### src/rtl/pingpong_counter_param.sv
// Ping-pong / wrap-around counter with runtime bounds, step and mode.
// Optional saturating boundary-event counter enabled by defining PPC_BOUNCE_CNT_EN.
module pingpong_counter_param #(
    parameter int WIDTH  = 8,
    parameter int STEP_W = 4,
    parameter int BCNT_W = 16
) (
    input  logic              clk,
    input  logic              rst,
    input  logic              hold,
    input  logic              flip,
    input  logic              load,
    input  logic [WIDTH-1:0]  load_val,
    input  logic [WIDTH-1:0]  lo,
    input  logic [WIDTH-1:0]  hi,
    input  logic [STEP_W-1:0] step,
    input  logic              mode,
    output logic [WIDTH-1:0]  out,
    output logic              dir,
    output logic              at_max,
    output logic              at_min,
    output logic              cfg_err
`ifdef PPC_BOUNCE_CNT_EN
    ,
    output logic [BCNT_W-1:0] bounce_cnt
`endif
);

    logic [WIDTH-1:0] out_q, out_d;
    logic             dir_q, dir_d;
    logic             d;
    logic [WIDTH:0]   out_x, lo_x, hi_x, step_x;
    logic [WIDTH:0]   sum_up, lo_plus, diff_dn;
    logic             hit;
    logic [WIDTH-1:0] load_clamped;

    // Sums carry one extra bit so out+step and lo+step never wrap silently.
    assign out_x   = {1'b0, out_q};
    assign lo_x    = {1'b0, lo};
    assign hi_x    = {1'b0, hi};
    assign step_x  = (WIDTH+1)'(step);
    assign sum_up  = out_x + step_x;
    assign lo_plus = lo_x + step_x;
    assign diff_dn = out_x - step_x;

    assign d       = dir_q ^ flip;
    assign cfg_err = (lo >= hi);
    assign at_max  = (out_q == hi);
    assign at_min  = (out_q == lo);
    assign out     = out_q;
    assign dir     = dir_q;

    assign hit = mode ? (d ? (out_x < lo_plus)  : (sum_up > hi_x))
                      : (d ? (out_x <= lo_plus) : (sum_up >= hi_x));

    assign load_clamped = (load_val < lo) ? lo : ((load_val > hi) ? hi : load_val);

    always_comb begin
        out_d = out_q;
        dir_d = dir_q;
        if (load) begin
            out_d = cfg_err ? load_val : load_clamped;
        end else if (!cfg_err && !hold) begin
            if (out_q < lo) begin
                out_d = lo;
            end else if (out_q > hi) begin
                out_d = hi;
            end else if (step == '0) begin
                dir_d = d;
            end else if (!mode) begin
                if (hit) begin
                    out_d = d ? lo : hi;
                    dir_d = ~d;
                end else begin
                    out_d = d ? diff_dn[WIDTH-1:0] : sum_up[WIDTH-1:0];
                    dir_d = d;
                end
            end else begin
                if (hit) begin
                    out_d = d ? hi : lo;
                end else begin
                    out_d = d ? diff_dn[WIDTH-1:0] : sum_up[WIDTH-1:0];
                end
                dir_d = d;
            end
        end
    end

    always_ff @(posedge clk or posedge rst) begin
        if (rst) begin
            out_q <= '0;
            dir_q <= 1'b0;
        end else begin
            out_q <= out_d;
            dir_q <= dir_d;
        end
    end

`ifdef PPC_BOUNCE_CNT_EN
    logic [BCNT_W-1:0] bcnt_q, bcnt_d;
    logic              count_en;

    // An event is only possible on a real counting step inside the range.
    assign count_en = !load && !cfg_err && !hold && (out_q >= lo) && (out_q <= hi)
                      && (step != '0);

    always_comb begin
        bcnt_d = bcnt_q;
        if (load) begin
            bcnt_d = '0;
        end else if (count_en && hit && (bcnt_q != '1)) begin
            bcnt_d = bcnt_q + 1'b1;
        end
    end

    always_ff @(posedge clk or posedge rst) begin
        if (rst) begin
            bcnt_q <= '0;
        end else begin
            bcnt_q <= bcnt_d;
        end
    end

    assign bounce_cnt = bcnt_q;
`endif

endmodule

### config.mk
export PLATFORM = sky130hd
export DESIGN_NAME = pingpong_counter_param
export DESIGN_NICKNAME = d
export VERILOG_FILES = /design/src/rtl/pingpong_counter_param.sv
export SDC_FILE = /design/constraint.sdc
export NUM_CORES = 1
export LEC_CHECK = 0
export CAP_MARGIN = 30
export CORE_MARGIN = 5
export CORE_UTILIZATION = 47
export CTS_BUF_LIST = sky130_fd_sc_hd__clkbuf_8
export CTS_CLUSTER_DIAMETER = 100
export CTS_CLUSTER_SIZE = 28
export DETAILED_ROUTE_END_ITERATION = 16
export MAX_ROUTING_LAYER = met4
export PLACE_DENSITY_LB_ADDON = 0.25
export REMOVE_ABC_BUFFERS = 1
export SETUP_SLACK_MARGIN = 0.2
export SYNTH_ARGS = -nofsm -noshare
export SYNTH_HDL_FRONTEND = slang
export SYNTH_SLANG_ARGS = --single-unit
### constraint.sdc
create_clock -name clk -period 4.8 [get_ports clk]
set_input_delay 0.48 -clock clk [delete_from_list [all_inputs] [get_ports clk]]
set_output_delay 0.48 -clock clk [all_outputs]
set_load 0.05 [all_outputs]
==> flow_summary.json, run 1 <==
{
  "synth_common_cells": "ha_1 (67), inv_1 (31), nor2_1 (28), a21oi_1 (23), o21ai_0 (15)",
  "power.density_mw_per_mm2": 410.8,
  "vdd.ir_drop.worst_v": 0.0002341,
  "setup_viol": 0,
  "finish.utilization_pct": 56.33,
  "avgViaCountPerCell": 6.490,
  "gr-total-overflow": 0,
  "r2r_end": "out[4]$_DFFE_PP0P_",
  "async_reset_ff_share_pct": 100.0,
  "cts.sink_count": 9,
  "post_cts_buffers": 0,
  "hold_class": "in -> async",
  "final_max_slew_viol_count": 0,
  "dpl.hpwl_um": 8087,
  "diodes": 0,
  "power_frac_clock_pct": 5.9,
  "ctsHoldBuffers": 0,
  "first_pass_iters": 5,
  "grt_pass1_vias": 3188,
  "netlist_top_cells_area": "ha_1 (28%), dfrtp_1 (7.5%), inv_1 (3.9%), a21oi_1 (3.8%), nor2_1 (3.5%)",
  "rsz0062_at_grt": "no",
  "critPathLaunch": "lo[0]",
  "fmax_mhz": 234.0,
  "wl_per_cell_um": 21.09,
  "ant_nets": 0,
  "p_leak_nw": 1.575,
  "synth_ff_type": "dfrtp_1",
  "cp_max_fo": 14,
  "cts-buffers-inserted": 3,
  "layout_min_cycle_time_ns": 4.273,
  "postSynthAreaPerCell_um2": 8.301,
  "yosysTopAreaCell": "ha_1",
  "drt_iter0_markers": 201,
  "place_ws_ns": 0.3125,
  "syn-cell-area_mm2": 0.002997,
  "yosys_warnings": 0,
  "skew_ns": 0.001793,
  "p_switching_uw": 826.0,
  "root_buffer": "clkbuf_8",
  "ys_seq_elements": 9,
  "cp_slowest_cell": "clkdlybuf4s50_1",
  "clk_path_buf_depth": 2,
  "swShare_pct": 56.86,
  "fillerInstances": 592,
  "placed_cell_area_mm2": 0.003486,
  "path_class": "in -> reg",
  "routed-via-count": 3115,
  "synth_edf_count": 0,
  "area_delta_synth_final_pct": 18.00,
  "max_stage_delay_ns": 0.57,
  "final_area_mm2": 0.003536,
  "ctsResizeCount": 0,
  "yosysTopAreaCellShare_pct": 27.97,
  "power_mw": 1.453,
  "crit_chain": "clkdlybuf4s50_1 > ha_1 > fa_1 > a21o_1 > a21oi_2 > nor3_1 > xnor2_1 > ha_1 > nor4_1 > o21ai_0 > o21ai_0 > a2bb2oi_4 > o21ai_2 > o311a_1 > a222oi_1",
  "post-place-cells": 475,
  "ys_seq_area_share_pct": 7.516,
  "worstPathArrival_ns": 4.39,
  "yosysMostFrequentCell": "ha_1",
  "min_period_over_period_pct": 89.02,
  "combPwrFrac_pct": 81.1,
  "finalHoldViolations": 0,
  "pwr-share-seq_pct": 12.9,
  "antenna_found_initial": 0,
  "routed_wl_um": 10120,
  "status": "finished, final reports clean",
  "grt_max_degree": 17,
  "reg2reg_depth": 12,
  "core.rowCount": 29,
  "num_io_pins": 46,
  "tns_ns": 0,
  "clk_latency_ns": 0.23,
  "whs_ns": 0.5141,
  "stdcell_count": 480,
  "clkSlewWorstSetupHoldPaths_ns": 0.05,
  "place.gp.congestion": 0.9318,
  "synthCells": 361,
  "die_y_um": 89.85,
  "io_buffers": 45,
  "tightest_slew_ns": 0.8137,
  "setup_slack_ns": 0.5269,
  "grtUsageTotal_pct": 24.99,
  "maxCapViolCount": 0,
  "core_mm2": 0.006277,
  "relSlewSlack_pct": 45.76,
  "drcViolationCount": 0,
  "cell_internal_pwr_uw": 626.6,
  "cts_tree": "built",
  "grt_pass1_wl_um": 16070,
  "nets": 508,
  "cp-end-kind": "flop",
  "dieArea_mm2": 0.008073,
  "die_width_um": 89.85,
  "rr_startpoint": "out[2]$_DFFE_PP0P_",
  "cp_data_required_time_ns": 4.92,
  "drive_gt1_share_pct": 6.203,
  "cts_htree_levels": 1,
  "critPathLaunchType": "input pin",
  "start_util_pct": 47.74,
  "synth_cell_types": 65,
  "rrSetupSlack_ns": 1.00
}
==> logic make-up (layout without fill, tap and decap cells) <==
group | Yosys count | in the layout | synth area share, %
xor gates and xnor gates | 21 | 21 | 6.889
adders and majority gates | 70 | 70 | 29.98
DFF | 9 | 9 | 7.516
and+or+nand+nor | 93 | 93 | 15.83
AOI/OAI and AO/OA | 126 | 126 | 33.07
muxes | 2 | 2 | 0.6681
buffers and inverters | 40 | 82 | 6.054
==> cell type report <==
type	instances	area, um2	share of cell area, %
Tap cell	77	96.34	2.725
Clock buffer	3	41.29	1.168
Sequential cell	9	225.2	6.369
Multi-Input combinational cell	312	2590	73.25
Inverter	31	116.4	3.291
Clock inverter	1	3.754	0.1062
Timing Repair Buffer	47	462.9	13.09
==> per-layer routing <==
metal,up-vias,GRT usage (%),share of wire (%)
li1,1483,-,-
met1,1434,30.94,43
met2,159,40.67,45
met3,39,3.422,7.7
met4,0,10.67,4.9
met5,-,-,0
==> sequential cells by signal (all words and copies together), names as in the netlist <==
signal,flops
dir,1
out,8
==> placed cells by master, fill, tap and decap left out, types with 4 or more instances in the layout <==
master and count:
ha_1 67, clkdlybuf4s50_1 45, inv_1 32, nor2_1 28, a21oi_1 23, o21ai_0 15, nand3_1 14, nand2_1 14
xnor2_1 12, a221oi_1 11, a21o_1 9, nand4_1 9, dfrtp_1 9, nor2b_1 8, o21a_1 6, a22oi_1 6
o311a_1 6, xor2_1 6, a2111oi_0 4, o22ai_1 4, o31ai_1 4, nor3_1 4
==> worst max-delay path, delay by kind of cell <==
family          cells  cell delay, ns
xor+xnor            1            0.15
simple gates        2            0.29
compound gates      8            1.98
buf+inv             1            0.57
fa+ha+maj           3            0.92
==> power by group through the flow <==
| stage | logic, mW | clock network, mW | registers [mW] |
|---|---|---|---|
| 6_report | 1.18 | 0.0861 | 0.188 |
| 5_1_grt | 1.29 | 0.0912 | 0.192 |
| 4_1_cts | 1.16 | 0.0869 | 0.186 |
| 3_5_place_dp | 1.15 | 0 | 0.187 |
| 3_3_place_gp | 1.15 | 0 | 0.186 |
| 2_1_floorplan | 0.752 | 0 | 0.244 |
==> how the worst max path moves through the flow <==
stage,endpoint,slack [ns]
floorplan,out[4]$_DFFE_PP0P_,1.22
global placement,out[2]$_DFFE_PP0P_,0.46
detailed placement,out[4]$_DFFE_PP0P_,0.31
CTS,out[4]$_DFFE_PP0P_,0.55
global route,out[4]$_DFFE_PP0P_,0.31
finish,out[4]$_DFFE_PP0P_,0.53
Power figures use the tool's default switching activity.
==> inputs of run 2 (changes only) <==
Settings changed: SLEW_MARGIN from default to 20.
==> flow_summary.json, run 2 (synthesized netlist as in run 1, its figures left out) <==
{
  "die_y_um": 89.85,
  "diodes": 0,
  "relSlewSlack_pct": 45.91,
  "finish.utilization_pct": 56.33,
  "drcViolationCount": 0,
  "drt_iter0_markers": 221,
  "crit_chain": "clkdlybuf4s50_1 > ha_1 > fa_1 > a21o_1 > a21oi_2 > nor3_1 > xnor2_1 > ha_1 > nor4_1 > o21ai_0 > o21ai_0 > a2bb2oi_4 > o21ai_2 > o311a_1 > a222oi_1",
  "core_mm2": 0.006277,
  "clk_latency_ns": 0.23,
  "cts_htree_levels": 1,
  "finalHoldViolations": 0,
  "combPwrFrac_pct": 81.1,
  "start_util_pct": 47.74,
  "fillerInstances": 592,
  "dpl.hpwl_um": 8087,
  "cp_max_fo": 14,
  "tightest_slew_ns": 0.8114,
  "cts-buffers-inserted": 3,
  "fmax_mhz": 230.4,
  "cts.sink_count": 9,
  "largest_register_ffs": 8,
  "clkSlewWorstSetupHoldPaths_ns": 0.05,
  "critPathLaunchType": "input pin",
  "drive_gt1_share_pct": 6.203,
  "routed-via-count": 3128,
  "antenna_found_initial": 0,
  "clk_path_buf_depth": 2,
  "area_delta_synth_final_pct": 18.00,
  "power_mw": 1.454,
  "p_switching_uw": 827.8,
  "routed_wl_um": 10170,
  "seqCellArea_um2": 225.2,
  "path_class": "in -> reg",
  "ctsResizeCount": 0,
  "cp-end-kind": "flop",
  "num_io_pins": 46,
  "swShare_pct": 56.91,
  "core.rowCount": 29,
  "power_frac_clock_pct": 6.0,
  "final_max_slew_viol_count": 0,
  "wl_per_cell_um": 21.18,
  "p_leak_nw": 1.574,
  "hold_class": "in -> async",
  "post_cts_buffers": 0,
  "layout_min_cycle_time_ns": 4.340,
  "grtUsageTotal_pct": 24.99,
  "max_stage_delay_ns": 0.57,
  "cts_tree": "built",
  "nets": 508,
  "ctsHoldBuffers": 0,
  "first_pass_iters": 5,
  "dieArea_mm2": 0.008073,
  "power.density_mw_per_mm2": 411.4,
  "maxCapViolCount": 0,
  "status": "finished, final reports clean",
  "die_width_um": 89.85,
  "final_cell_mix": "ha_1 (67), clkdlybuf4s50_1 (45), inv_1 (32)",
  "setup_viol": 0,
  "layout_commonest_cell": "ha_1",
  "root_buffer": "clkbuf_8",
  "rsz0062_at_grt": "no",
  "cell_internal_pwr_uw": 626.7,
  "min_period_over_period_pct": 90.41,
  "tns_ns": 0,
  "gr-total-overflow": 0,
  "critPathBufInv": 1,
  "grt_max_degree": 17,
  "multi_input_area_mm2": 0.002590,
  "worstPathArrival_ns": 4.46,
  "avgViaCountPerCell": 6.517,
  "skew_ns": 0.002436,
  "io_buffers": 45,
  "rrSetupSlack_ns": 1.00,
  "crit_family": "compound AO/OA/AOI/OAI gates",
  "grt_pass1_wl_um": 16070,
  "place.gp.congestion": 0.9318,
  "pwr-share-seq_pct": 12.9,
  "cp_slowest_cell": "clkdlybuf4s50_1",
  "ant_nets": 0,
  "cp_data_required_time_ns": 4.92,
  "vdd.ir_drop.worst_v": 0.0002346,
  "grt_pass1_vias": 3188
}
run 2: cell types whose count changed in the layout (fill, tap and decap cells not counted):
cell,delta
clkbuf_2,+1
buf_2,-1
run 2: worst paths after layout:
check / to / from / cells past startpoint
max: out[4]$_DFFE_PP0P_ / lo[0] / 15
min: out[5]$_DFFE_PP0P_ / rst / 2
max reg2reg: out[4]$_DFFE_PP0P_ / out[2]$_DFFE_PP0P_ / 12
min reg2reg: dir$_DFFE_PP0P_ / dir$_DFFE_PP0P_ / 1
max in group asynchronous: dir$_DFFE_PP0P_ / rst / 2
min in group clk: dir$_DFFE_PP0P_ / dir$_DFFE_PP0P_ / 1
run 2: power groups by stage:
stage / registers (mW) / clock network, mW / logic, mW
finish: 0.188 / 0.0869 / 1.18
global route: 0.192 / 0.0912 / 1.29
detailed placement: 0.187 / 0 / 1.15
global placement: 0.186 / 0 / 1.15
floorplan: 0.244 / 0 / 0.752
CTS: 0.186 / 0.0869 / 1.16
run 2: area by class of cell:
cell class,instances,share of cell area [%]
flip-flops and latches,9,6.369
inverters,31,3.291
clock inverters,1,0.1062
multi-input cells,312,73.25
repair buffers,47,13.09
clock buffers,3,1.168
well taps,77,2.725
run 2: metal layers:
metal  track usage [%]  routed length (um)  part of all wire [%]
met1             30.94                4308                    42
met2             40.67                4564                    45
met3             3.422                 792                   7.8
met4             10.67                 500                   4.9
met5                 -                   0                     0
run 2: metrics by stage:
step	worst slack, ns	area [um2]	hold WS, ns	instances
2_1_floorplan	1.217	2932	0.3079	352
3_3_place_gp	0.4588	3486	0.6062	475
3_5_place_dp	0.3125	3486	0.6123	475
4_1_cts	0.5521	3531	0.5255	479
5_1_grt	0.3125	3536	0.5604	480
6_report	0.4603	3536	0.5120	480
==> inputs of run 3 (changes only) <==
Settings changed: CORE_ASPECT_RATIO from default to 0.7.
==> flow_summary.json, run 3 (synthesized netlist as in run 1, its figures left out) <==
{
  "drcViolationCount": 0,
  "wl_met2_um": 4022,
  "clk_latency_ns": 0.24,
  "die_y_um": 76.81,
  "layout_commonest_cell": "ha_1",
  "diodes": 0,
  "gr-total-overflow": 0,
  "ant_nets": 0,
  "finalHoldViolations": 0,
  "tightest_slew_ns": 0.7801,
  "routed.top_layer": "met4",
  "post-place-cells": 478,
  "power_mw": 1.470,
  "path_class": "in -> reg",
  "cts_tree": "built",
  "clkSlewWorstSetupHoldPaths_ns": 0.05,
  "grt_pass1_vias": 3012,
  "power.density_mw_per_mm2": 414.8,
  "relSlewSlack_pct": 47.99,
  "routed-via-count": 3157,
  "crit_chain": "clkdlybuf4s50_1 > fa_1 > a21o_1 > a21oi_2 > nor3_1 > xnor2_1 > ha_1 > nor4_1 > o21ai_0 > o21ai_1 > a2bb2oi_4 > o21ai_2 > o311a_1 > a221oi_1",
  "tns_ns": 0,
  "maxCapViolCount": 0,
  "cp_max_fo": 14,
  "first_pass_iters": 5,
  "dieArea_mm2": 0.008098,
  "cts_htree_levels": 1,
  "antenna_found_initial": 0,
  "setup_viol": 0,
  "fmax_mhz": 239.2,
  "multi_input_area_mm2": 0.002590,
  "area_delta_synth_final_pct": 18.29,
  "io_buffers": 45,
  "skew_ns": 0.002224,
  "dpl.hpwl_um": 8256,
  "grt_max_degree": 17,
  "root_buffer": "clkbuf_8",
  "worstPathArrival_ns": 4.31,
  "nets": 509,
  "fillerInstances": 579,
  "rsz0062_at_grt": "no",
  "drt_iter0_markers": 334,
  "critPathLaunchType": "input pin",
  "status": "finished, final reports clean",
  "routedLengthMet1_um": 4861,
  "core_mm2": 0.006216,
  "core.rowCount": 24,
  "hold_class": "in -> async",
  "stdcell_count": 482,
  "cp_data_required_time_ns": 4.93,
  "largest_register_ffs": 8,
  "seqCellArea_um2": 225.2,
  "grtUsageTotal_pct": 25.40,
  "min_period_over_period_pct": 87.08,
  "clk_path_buf_depth": 2,
  "wl_per_cell_um": 21.11,
  "final_max_slew_viol_count": 0,
  "cts.sink_count": 9,
  "cts-buffers-inserted": 3,
  "crit_family": "compound AO/OA/AOI/OAI gates",
  "cp-end-kind": "flop",
  "grt_pass1_wl_um": 16080,
  "num_io_pins": 46,
  "cp_slowest_cell": "clkdlybuf4s50_1",
  "critPathBufInv": 1,
  "place.gp.congestion": 1.006,
  "vdd.ir_drop.worst_v": 0.0003496,
  "routed_wl_um": 10180,
  "p_leak_nw": 1.580,
  "rrSetupSlack_ns": 1.03,
  "wl_met3_um": 1101,
  "ctsHoldBuffers": 0,
  "final_cell_mix": "ha_1 (67), clkdlybuf4s50_1 (45), inv_1 (32)",
  "start_util_pct": 48.21,
  "avgViaCountPerCell": 6.550,
  "die_width_um": 105.4,
  "max_stage_delay_ns": 0.63,
  "layout_min_cycle_time_ns": 4.180,
  "drive_gt1_share_pct": 6.436
}
==> run 3: per-layer routing <==
metal,GRT usage [%],vias up
met1,37.15,1474
met5,-,-
met2,35.75,180
met4,4.718,0
met3,5.537,21
li1,-,1482
==> run 3: layout make-up <==
type / instances / area share, %
multi-input combinational: 312 / 73.07
timing repair buffer: 48 / 13.27
sequential: 9 / 6.354
inverter: 31 / 3.283
tap: 78 / 2.753
clock buffer: 3 / 1.165
clock inverter: 1 / 0.1059
==> run 3: path summary, 6_finish.rpt <==
kind	start	end	cells after the start
setup reg to reg	out[2]$_DFFE_PP0P_	out[4]$_DFFE_PP0P_	13
min in group clk	dir$_DFFE_PP0P_	dir$_DFFE_PP0P_	1
hold reg to reg	dir$_DFFE_PP0P_	dir$_DFFE_PP0P_	1
hold / removal	rst	out[4]$_DFFE_PP0P_	2
setup / recovery	lo[1]	out[5]$_DFFE_PP0P_	14
max in group asynchronous	rst	dir$_DFFE_PP0P_	2
==> run 3: metrics by stage <==
stage / setup WS [ns] / area [um2] / utilization, % / hold WS (ns)
after floorplan: 1.217 / 2932 / - / 0.3079
after global placement: 0.4413 / 3495 / 56.22 / 0.6096
after detailed placement: 0.3912 / 3500 / 56.30 / 0.6224
after CTS: 0.6005 / 3545 / 57.03 / 0.5401
after global routing: 0.2244 / 3545 / 57.03 / 0.5628
final: 0.6203 / 3545 / 57.03 / 0.5390
==> run 3: where the power goes <==
group / internal, mW / switching, mW / leakage [nW]
registers: 0.100 / 0.0864 / 0.104
logic: 0.475 / 0.715 / 1.45
clock network: 0.0564 / 0.0370 / 0.0269
total: 0.632 / 0.839 / 1.58
==> run 3: worst register-to-register path: cells and delay by family (launching register included) <==
| kind | cells | cell delay (ns) |
|---|---|---|
| simple gates | 4 | 0.54 |
| compound gates | 6 | 1.69 |
| fa+ha+maj | 2 | 0.77 |
| flops | 1 | 0.50 |
| xor+xnor | 1 | 0.16 |
==> run 3: timing repair <==
action	in CTS	in global routing
buffers inserted	0	0
setup endpoints to repair	0	4
resized for setup	0	1
